**src/rtl/floating_division.sv**
```systemverilog
// Iterative binary32 divider: restoring radix-2 division producing one
// quotient bit per clock, then a single normalize/pack cycle. Truncating
// mantissa policy, denormals treated as zero, start/busy/done handshake.
module floating_division #(
  parameter int XLEN = 32
) (
  input  logic            clk,
  input  logic            rst_n,
  input  logic            start,
  input  logic [XLEN-1:0] A,
  input  logic [XLEN-1:0] B,
  output logic            busy,
  output logic            done,
  output logic [XLEN-1:0] result,
  output logic            overflow,
  output logic            underflow,
  output logic            exception
);

  typedef enum logic [1:0] {
    S_IDLE   = 2'd0,
    S_DIVIDE = 2'd1,
    S_NORM   = 2'd2
  } state_t;

  localparam logic [4:0] LAST_BIT = 5'd24;

  state_t r_state;
  state_t w_next;

  logic [4:0]      r_count;
  logic [XLEN-1:0] r_a;
  logic [XLEN-1:0] r_b;
  logic [24:0]     r_rem;
  logic [24:0]     r_quo;
  logic            r_busy;
  logic            r_done;
  logic [XLEN-1:0] r_result;
  logic            r_ovf;
  logic            r_unf;
  logic            r_exc;

  // Restoring step: trial-subtract the divisor from the partial remainder.
  logic [23:0] w_mb;
  logic [25:0] w_diff;
  logic        w_ge;
  logic [24:0] w_rem_kept;

  assign w_mb       = {1'b1, r_b[22:0]};
  assign w_diff     = {1'b0, r_rem} - {2'b00, w_mb};
  assign w_ge       = ~w_diff[25];
  // The kept remainder is always below the divisor, so bit 24 is zero and
  // the left shift below cannot lose information.
  assign w_rem_kept = w_ge ? w_diff[24:0] : r_rem;

  // Operand classification on the latched operands.
  logic w_a_zero, w_b_zero, w_a_inf, w_b_inf, w_a_nan, w_b_nan, w_sign;

  assign w_a_zero = (r_a[30:23] == 8'h00);
  assign w_b_zero = (r_b[30:23] == 8'h00);
  assign w_a_inf  = (r_a[30:23] == 8'hFF) && (r_a[22:0] == 23'd0);
  assign w_b_inf  = (r_b[30:23] == 8'hFF) && (r_b[22:0] == 23'd0);
  assign w_a_nan  = (r_a[30:23] == 8'hFF) && (r_a[22:0] != 23'd0);
  assign w_b_nan  = (r_b[30:23] == 8'hFF) && (r_b[22:0] != 23'd0);
  assign w_sign   = r_a[31] ^ r_b[31];

  // Normalization: a quotient below 1.0 needs one left shift and exponent -1.
  logic              w_adj;
  logic [22:0]       w_frac;
  logic signed [9:0] w_exp;

  assign w_adj  = ~r_quo[24];
  assign w_frac = r_quo[24] ? r_quo[23:1] : r_quo[22:0];
  assign w_exp  = $signed({2'b00, r_a[30:23]}) - $signed({2'b00, r_b[30:23]})
                + 10'sd127 - $signed({9'd0, w_adj});

  logic [XLEN-1:0] w_result;
  logic            w_ovf;
  logic            w_unf;
  logic            w_exc;

  // Pack result and flags with special-operand priority (first match wins).
  always_comb begin
    // NOTE: every output gets a default first so no path leaves it unassigned,
    // which would otherwise infer a latch.
    w_result = {w_sign, w_exp[7:0], w_frac};
    w_ovf    = 1'b0;
    w_unf    = 1'b0;
    w_exc    = 1'b0;
    if (w_a_nan || w_b_nan || (w_a_zero && w_b_zero) || (w_a_inf && w_b_inf)) begin
      w_result = 32'h7FC0_0000;
      w_exc    = 1'b1;
    end else if (w_a_inf || w_b_zero) begin
      w_result = {w_sign, 8'hFF, 23'd0};
      w_exc    = 1'b1;
    end else if (w_b_inf) begin
      w_result = {w_sign, 31'd0};
      w_exc    = 1'b1;
    end else if (w_a_zero) begin
      w_result = {w_sign, 31'd0};
    end else if (w_exp >= 10'sd255) begin
      w_result = {w_sign, 8'hFF, 23'd0};
      w_ovf    = 1'b1;
    end else if (w_exp <= 10'sd0) begin
      w_result = {w_sign, 31'd0};
      w_unf    = 1'b1;
    end
  end

  // State register.
  always_ff @(posedge clk) begin
    // NOTE: sequential state uses non-blocking assignments so every register
    // samples pre-edge values regardless of statement order.
    if (!rst_n) r_state <= S_IDLE;
    else        r_state <= w_next;
  end

  // Next-state: accept start in IDLE, 25 divide steps, one pack cycle.
  always_comb begin
    w_next = r_state;
    case (r_state)
      S_IDLE:   if (start) w_next = S_DIVIDE;
      S_DIVIDE: if (r_count == LAST_BIT) w_next = S_NORM;
      S_NORM:   w_next = S_IDLE;
      default:  w_next = S_IDLE;
    endcase
  end

  // Datapath: operand latch, restoring iteration, result/flag registers.
  always_ff @(posedge clk) begin
    if (!rst_n) begin
      r_count  <= 5'd0;
      r_a      <= '0;
      r_b      <= '0;
      r_rem    <= '0;
      r_quo    <= '0;
      r_busy   <= 1'b0;
      r_done   <= 1'b0;
      r_result <= '0;
      r_ovf    <= 1'b0;
      r_unf    <= 1'b0;
      r_exc    <= 1'b0;
    end else begin
      r_done <= 1'b0;
      case (r_state)
        S_IDLE: begin
          if (start) begin
            r_a     <= A;
            r_b     <= B;
            r_rem   <= {2'b01, A[22:0]};
            r_quo   <= '0;
            r_count <= 5'd0;
            r_busy  <= 1'b1;
            r_ovf   <= 1'b0;
            r_unf   <= 1'b0;
            r_exc   <= 1'b0;
          end
        end
        S_DIVIDE: begin
          r_rem   <= {w_rem_kept[23:0], 1'b0};
          r_quo   <= {r_quo[23:0], w_ge};
          r_count <= r_count + 5'd1;
        end
        S_NORM: begin
          r_result <= w_result;
          r_ovf    <= w_ovf;
          r_unf    <= w_unf;
          r_exc    <= w_exc;
          r_done   <= 1'b1;
          r_busy   <= 1'b0;
        end
        default: ;
      endcase
    end
  end

  assign busy      = r_busy;
  assign done      = r_done;
  assign result    = r_result;
  assign overflow  = r_ovf;
  assign underflow = r_unf;
  assign exception = r_exc;

endmodule

```
**config.mk**
```make
export PLATFORM = sky130hd
export DESIGN_NAME = floating_division
export DESIGN_NICKNAME = d
export VERILOG_FILES = /design/src/rtl/floating_division.sv
export SDC_FILE = /design/constraint.sdc
export NUM_CORES = 1
export LEC_CHECK = 0
export ABC_AREA = 1
export CAP_MARGIN = 20
export CORE_UTILIZATION = 45
export CTS_CLUSTER_SIZE = 16
export DETAILED_ROUTE_END_ITERATION = 10
export PLACE_DENSITY = 0.72
export SYNTH_ARGS = -nofsm -noshare
export SYNTH_HDL_FRONTEND = slang
export SYNTH_SLANG_ARGS = --single-unit
```
**constraint.sdc**
```tcl
create_clock -name clk -period 9.5 [get_ports clk]
set_clock_uncertainty 0.1 [all_clocks]
set_input_delay 1.9 -clock clk [delete_from_list [all_inputs] [get_ports clk]]
set_output_delay 1.9 -clock clk [all_outputs]
set_load 0.01 [all_outputs]
```
[After elaboration in Yosys (flattened, before gate mapping)]
Index checks and enable logic that the tools add are counted.
Word-level totals
  bits in registers: 158
  input port bits: 67
  output and inout port bits: 37
  logic and storage cells: 90
Cells by class
  add/subtract/negate cells: 5
  $lt $le $gt $ge: 2
  equal/unequal tests: 7
  multiplexer cells: 38
  bitwise gates (word level): 3
  reductions and logical operators: 23
Operators by type and width (count)
  2-to-1 mux 31 bit: 5
  one-hot mux 25 bit (2 select lines): 2
  2-to-1 mux 25 bit: 2
  zero test 23 bit: 2
  nonzero test 23 bit: 2
  2-to-1 mux 32 bit: 1
  subtractor 25 x 24 -> 26 bit: 1
  2-to-1 mux 24 bit: 1
  2-to-1 mux 23 bit: 1
  2-to-1 mux 1 bit: 17
  == test 8 bit, second input constant: 2
  zero test 8 bit: 2
  adder 9 x 8 -> 10 bit, second input constant: 1
  >= comparator 10 x 9 -> 1 bit, second input constant: 1
  <= comparator 10 x 1 -> 1 bit, second input constant: 1
  one-hot mux 5 bit (2 select lines): 1
  subtractor 10 x 2 -> 10 bit: 1
  subtractor 8 x 8 -> 9 bit: 1
  one-hot mux 1 bit (2 select lines): 4
  AND reduction 2 bit: 4
  logical AND 1 bit: 6
  adder 5 x 1 -> 5 bit, second input constant: 1
  == test 5 bit, second input constant: 1
  2-to-1 mux 5 bit: 1
  other kinds (10): 17

[Depth between registers and ports, before layout]
  depth after elaboration: 11
  gate-level depth with buffers: 26
  gate-level depth less buffers: 25

[Worst setup path before layout]
OpenSTA, ideal clock, no wires.
  kind: reg-to-reg
  from: reg r_a[23]
  to: reg r_result[10] (netlist: result[10])
  library setup time: 128 ps
  arrival: 3106 ps
  required time: 9272 ps
  slack: 6166 ps
  cell stages (with the launch flop): 25
  path buffers: 1
  period minus slack after synthesis: 3334 ps
  cell sequence: dfxtp_1 -> inv_1 -> ha_1 -> inv_1 -> fa_1 -> inv_1 -> ha_1 -> inv_1 -> fa_1 -> or2_2 -> nand2_1 -> nand2_2 -> nand2_2 -> nand3_4 -> nand2_2 -> nand2_2 -> nand2_2 -> nand2_2 -> nor2_2 -> nand2_2 -> nand3_4 -> buf_6 -> nor2_2 -> nor2_1 -> nor2_1
On the way
  longest elaborated chain between the ends: 10
  elaborated cells between the ends (all ways): 21
  classes of those cells: 3 x add/sub; 2 x order compare; 1 x eq/ne; 6 x mux; 9 x reduce/logical
Ends and longest elaborated chain
  start: declaration: line 32  | logic [XLEN-1:0] r_a;
  start signal: assignment: line 133  | r_a <= '0;
  start signal: assignment: line 148  | r_a <= A;
  subtractor 8 x 8 -> 9 bit: line 74  | assign w_exp = $signed({2'b00, r_a[30:23]}) - $signed({2'b00, r_b[30:23]})
  adder 9 x 8 -> 10 bit: line 75  | + 10'sd127 - $signed({9'd0, w_adj});
  subtractor 10 x 2 -> 10 bit: line 75
  <= comparator 10 x 1 -> 1 bit: line 104  | end else if (w_exp <= 10'sd0) begin
  2-to-1 mux 31 bit: line 104
  2-to-1 mux 31 bit: line 101  | end else if (w_exp >= 10'sd255) begin
  2-to-1 mux 31 bit: line 99  | end else if (w_a_zero) begin
  2-to-1 mux 31 bit: line 96  | end else if (w_b_inf) begin
  2-to-1 mux 31 bit: line 93  | end else if (w_a_inf || w_b_zero) begin
  2-to-1 mux 32 bit (*): line 90  | if (w_a_nan || w_b_nan || (w_a_zero && w_b_zero) || (w_a_inf && w_b_inf)) begin
  end signal: assignment: line 165  | r_result <= w_result;
  end: declaration: line 38  | logic [XLEN-1:0] r_result;
Mark *: on every way between the ends. The rest lies on a longest branch, timed or not.
A chain may end at the register's enable or synchronous reset.

[Worst setup path in the final report]
  from: reg r_a[23]
  to: reg r_result[16] (netlist: result[16])
The elaborated chain is that of the path after synthesis.

==> impl_metrics.tcl <==
set metrics [dict create \
    n_fill_cell 1933 \
    slowest_stage "fa_1" \
    yosysTopAreaCell "dfxtp_1" \
    clk_latency_ns 0.43 \
    first_iter_violations 529 \
    p_leak_nw 4.35 \
    hpwl_microns 16200 \
    status "finished clean" \
    overflow 0 \
    p_total_mw 2.14 \
    cts.repair.resized 0 \
    grt_max_degree 97 \
    synth_cell_type_count 45 \
    ys_warn_count 0 \
    grt_usage_pct 22.8 \
    die_w_microns 143 \
    layout_common_cells "275 x nand2_1, 158 x dfxtp_1, 150 x nor2_1" \
    num_rows 51 \
    chipHeight_microns 143 \
    crit_path_start_kind "flip-flop" \
    hold_path_class "reg -> reg" \
    tightest_slew_ns 0.924 \
    ys.flop_type "dfxtp_1" \
    finalNetCount 1475 \
    drcViolationCount 0 \
    synthTopCellsByArea "dfxtp_1 36%, nand2_1 12%, a21oi_1 7.5%" \
    cts_buffers 17 \
    ios 104 \
    ant_nets 0 \
    rsz0062_at_grt "no" \
    grt_pass1_wl_microns 36800 \
    final_layout_size_suffix_gt1_share_pct 7.69 \
    vias 8390 \
    portBuffers 103 \
    setup_viol 0 \
    die_area_sq_um 20300 \
    finalHoldWorstSlack_ns 0.364 \
    synth_edf_count 0 \
    initial_core_util_pct 45.9 \
    pre_cts_ws_ns 5.26 \
    clockBufferDepth 2 \
    crit_chain "inv_1 -> ha_1 -> inv_1 -> fa_1 -> inv_1 -> ha_1 -> inv_1 -> fa_1 -> or2_2 -> nand2_1 -> nand2_2 -> nand2_2 -> nand3_4 -> nand2_2 -> nand3_2 -> nand2_2 -> nand3_2 -> nand3_4 -> nor2_1 -> nor2_1 -> nor2_1" \
    mostFrequentLayoutCell "nand2_1" \
    synthCells 1299 \
    netlist.area_leader.share_pct 35.5 \
    finalHoldViolations 0 \
    ys_async_sr_fraction_pct 0 \
    cp-end-kind "flip-flop" \
    core_area_sq_um 19400 \
    post_dp_cell_area_sq_um 10000 \
    post-route-util_pct 55.0 \
    max_freq_mhz 247 \
    dr.pass1.iters 9 \
    yosysSeqAreaShare_pct 35.5 \
    layout.area.seq_sq_um 3160 \
    antenna_found_initial 1 \
    syn_area_per_cell_sq_um 6.85 \
    syn_area_sq_um 8900 \
    root_buffer "clkbuf_16" \
    cts_max_level 4 \
    cts_tree "built" \
    critPathKind "reg -> reg" \
    drv_slew 0 \
    drt-total-wl_microns 22200 \
    clk_pin_slew_worst_paths_ns 0.07 \
    ctsHoldBuffers 0 \
    critPathBufInv 4 \
    p_per_area_nw_per_um2 200 \
    cts_sinks 158 \
    required_ns 9.71 \
    slowest_delay_ns 0.44 \
    first_global_vias 7654 \
    layout_setup_ws_ns 5.45 \
    tns_ns 0 \
    fin_area_sq_um 10700 \
    post-cts-setup-buffers 0 \
    worstPathArrival_ns 4.26 \
    vias_per_cell 5.10 \
    peakVddDrop_v 0.000116 \
    reg2reg_setup_slack_ns 5.45 \
    avgRoutedWirePerCell_microns 13.5 \
    min_period_ns 4.05 \
    area_growth_pct 19.8 \
    yosys_register_bits 158 \
    multi_input_area_sq_um 4920 \
    syn_nets 1408 \
    critPathTopFamily "simple AND/OR/NAND/NOR gates" \
    cp_max_fo 30 \
    maxCapViolCount 0 \
    place_inst 1612 \
    final.period_utilization_pct 42.6 \
    gp_congestion 0.913 \
    final_cells 1645 \
    relSlewSlack_pct 38.4 \
]
## worst paths after layout
kind / from / to / depth (start not counted)
worst max-delay path: r_a[23] / result[16] / 21
worst min-delay path: r_a[11] / r_a[11] / 2
worst max register to register: r_a[23] / result[16] / 21
worst min register to register: r_a[11] / r_a[11] / 2
## worst reg2reg max path, cell delays in order (launching register included)
cell and delay (ns):
dfxtp_1 0.36, inv_1 0.08, ha_1 0.19, inv_1 0.10
fa_1 0.44, inv_1 0.11, ha_1 0.17, inv_1 0.05
fa_1 0.37, or2_2 0.31, nand2_1 0.07, nand2_2 0.06
nand2_2 0.07, nand3_4 0.07, nand2_2 0.09, nand3_2 0.10
nand2_2 0.42, nand3_2 0.20, nand3_4 0.30, nor2_1 0.11
nor2_1 0.10, nor2_1 0.04
## per-layer routing
| layer | routed length, microns | vias to the layer above | track usage [%] |
|---|---|---|---|
| met3 | 838 | 49 | 3.72 |
| met2 | 10700 | 188 | 39.1 |
| li1 | - | 4400 | - |
| met1 | 10000 | 3753 | 28.1 |
| met4 | 683 | 0 | 9.68 |
| met5 | 0 | - | 0 |
## sequential cells by signal, indices dropped and copies added, names as in the netlist
register and flops:
r_a 32, exception 1, done 1, busy 1, r_b 32, r_state 2, underflow 1, r_quo 25
result 32, overflow 1, r_rem 25, r_count 5
## report_power, final
group	switching, mW	internal (mW)
sequential	0.0254	0.696
combinational	0.456	0.251
clock	0.305	0.404
total	0.787	1.35
## kinds of logic after synthesis
kind of cell,count (synthesis),share of synthesized area (%)
AO/OA/AOI/OAI,286,17.8
XOR/XNOR,18,1.77
adder cells (fa/ha/maj),42,6.16
buffers and inverters,208,9.26
flip-flops,158,35.5
multiplexers,1,0.112
AND/OR/NAND/NOR,586,29.4
## Yosys cell counts, types with 3 or more instances
cell type / number
or2_2: 9
xnor2_1: 8
nor3_1: 8
nand4_1: 13
inv_1: 139
inv_2: 6
clkbuf_1: 49
buf_4: 7
nand3_1: 66
o21ai_0: 100
a21oi_1: 133
nor4_1: 12
nand2_1: 275
ha_1: 39
nand2_4: 6
nand2_2: 11
o211ai_1: 12
nand3_2: 9
fa_1: 3
dfxtp_1: 158
xor2_1: 10
nor2_1: 153
o32ai_1: 22
a21o_1: 5
nand3_4: 3
nor2_2: 14
## final cells by class
cell class	instances	share of cell area [%]
Timing Repair Buffer	110	10.2
Multi-Input combinational cell	933	46.2
Antenna cell	1	0.0235
Inverter	146	5.14
Tap cell	265	3.11
Clock inverter	14	1.64
Sequential cell	158	29.7
Clock buffer	18	4.12
Note: power is estimated with default switching activity, not from simulation.
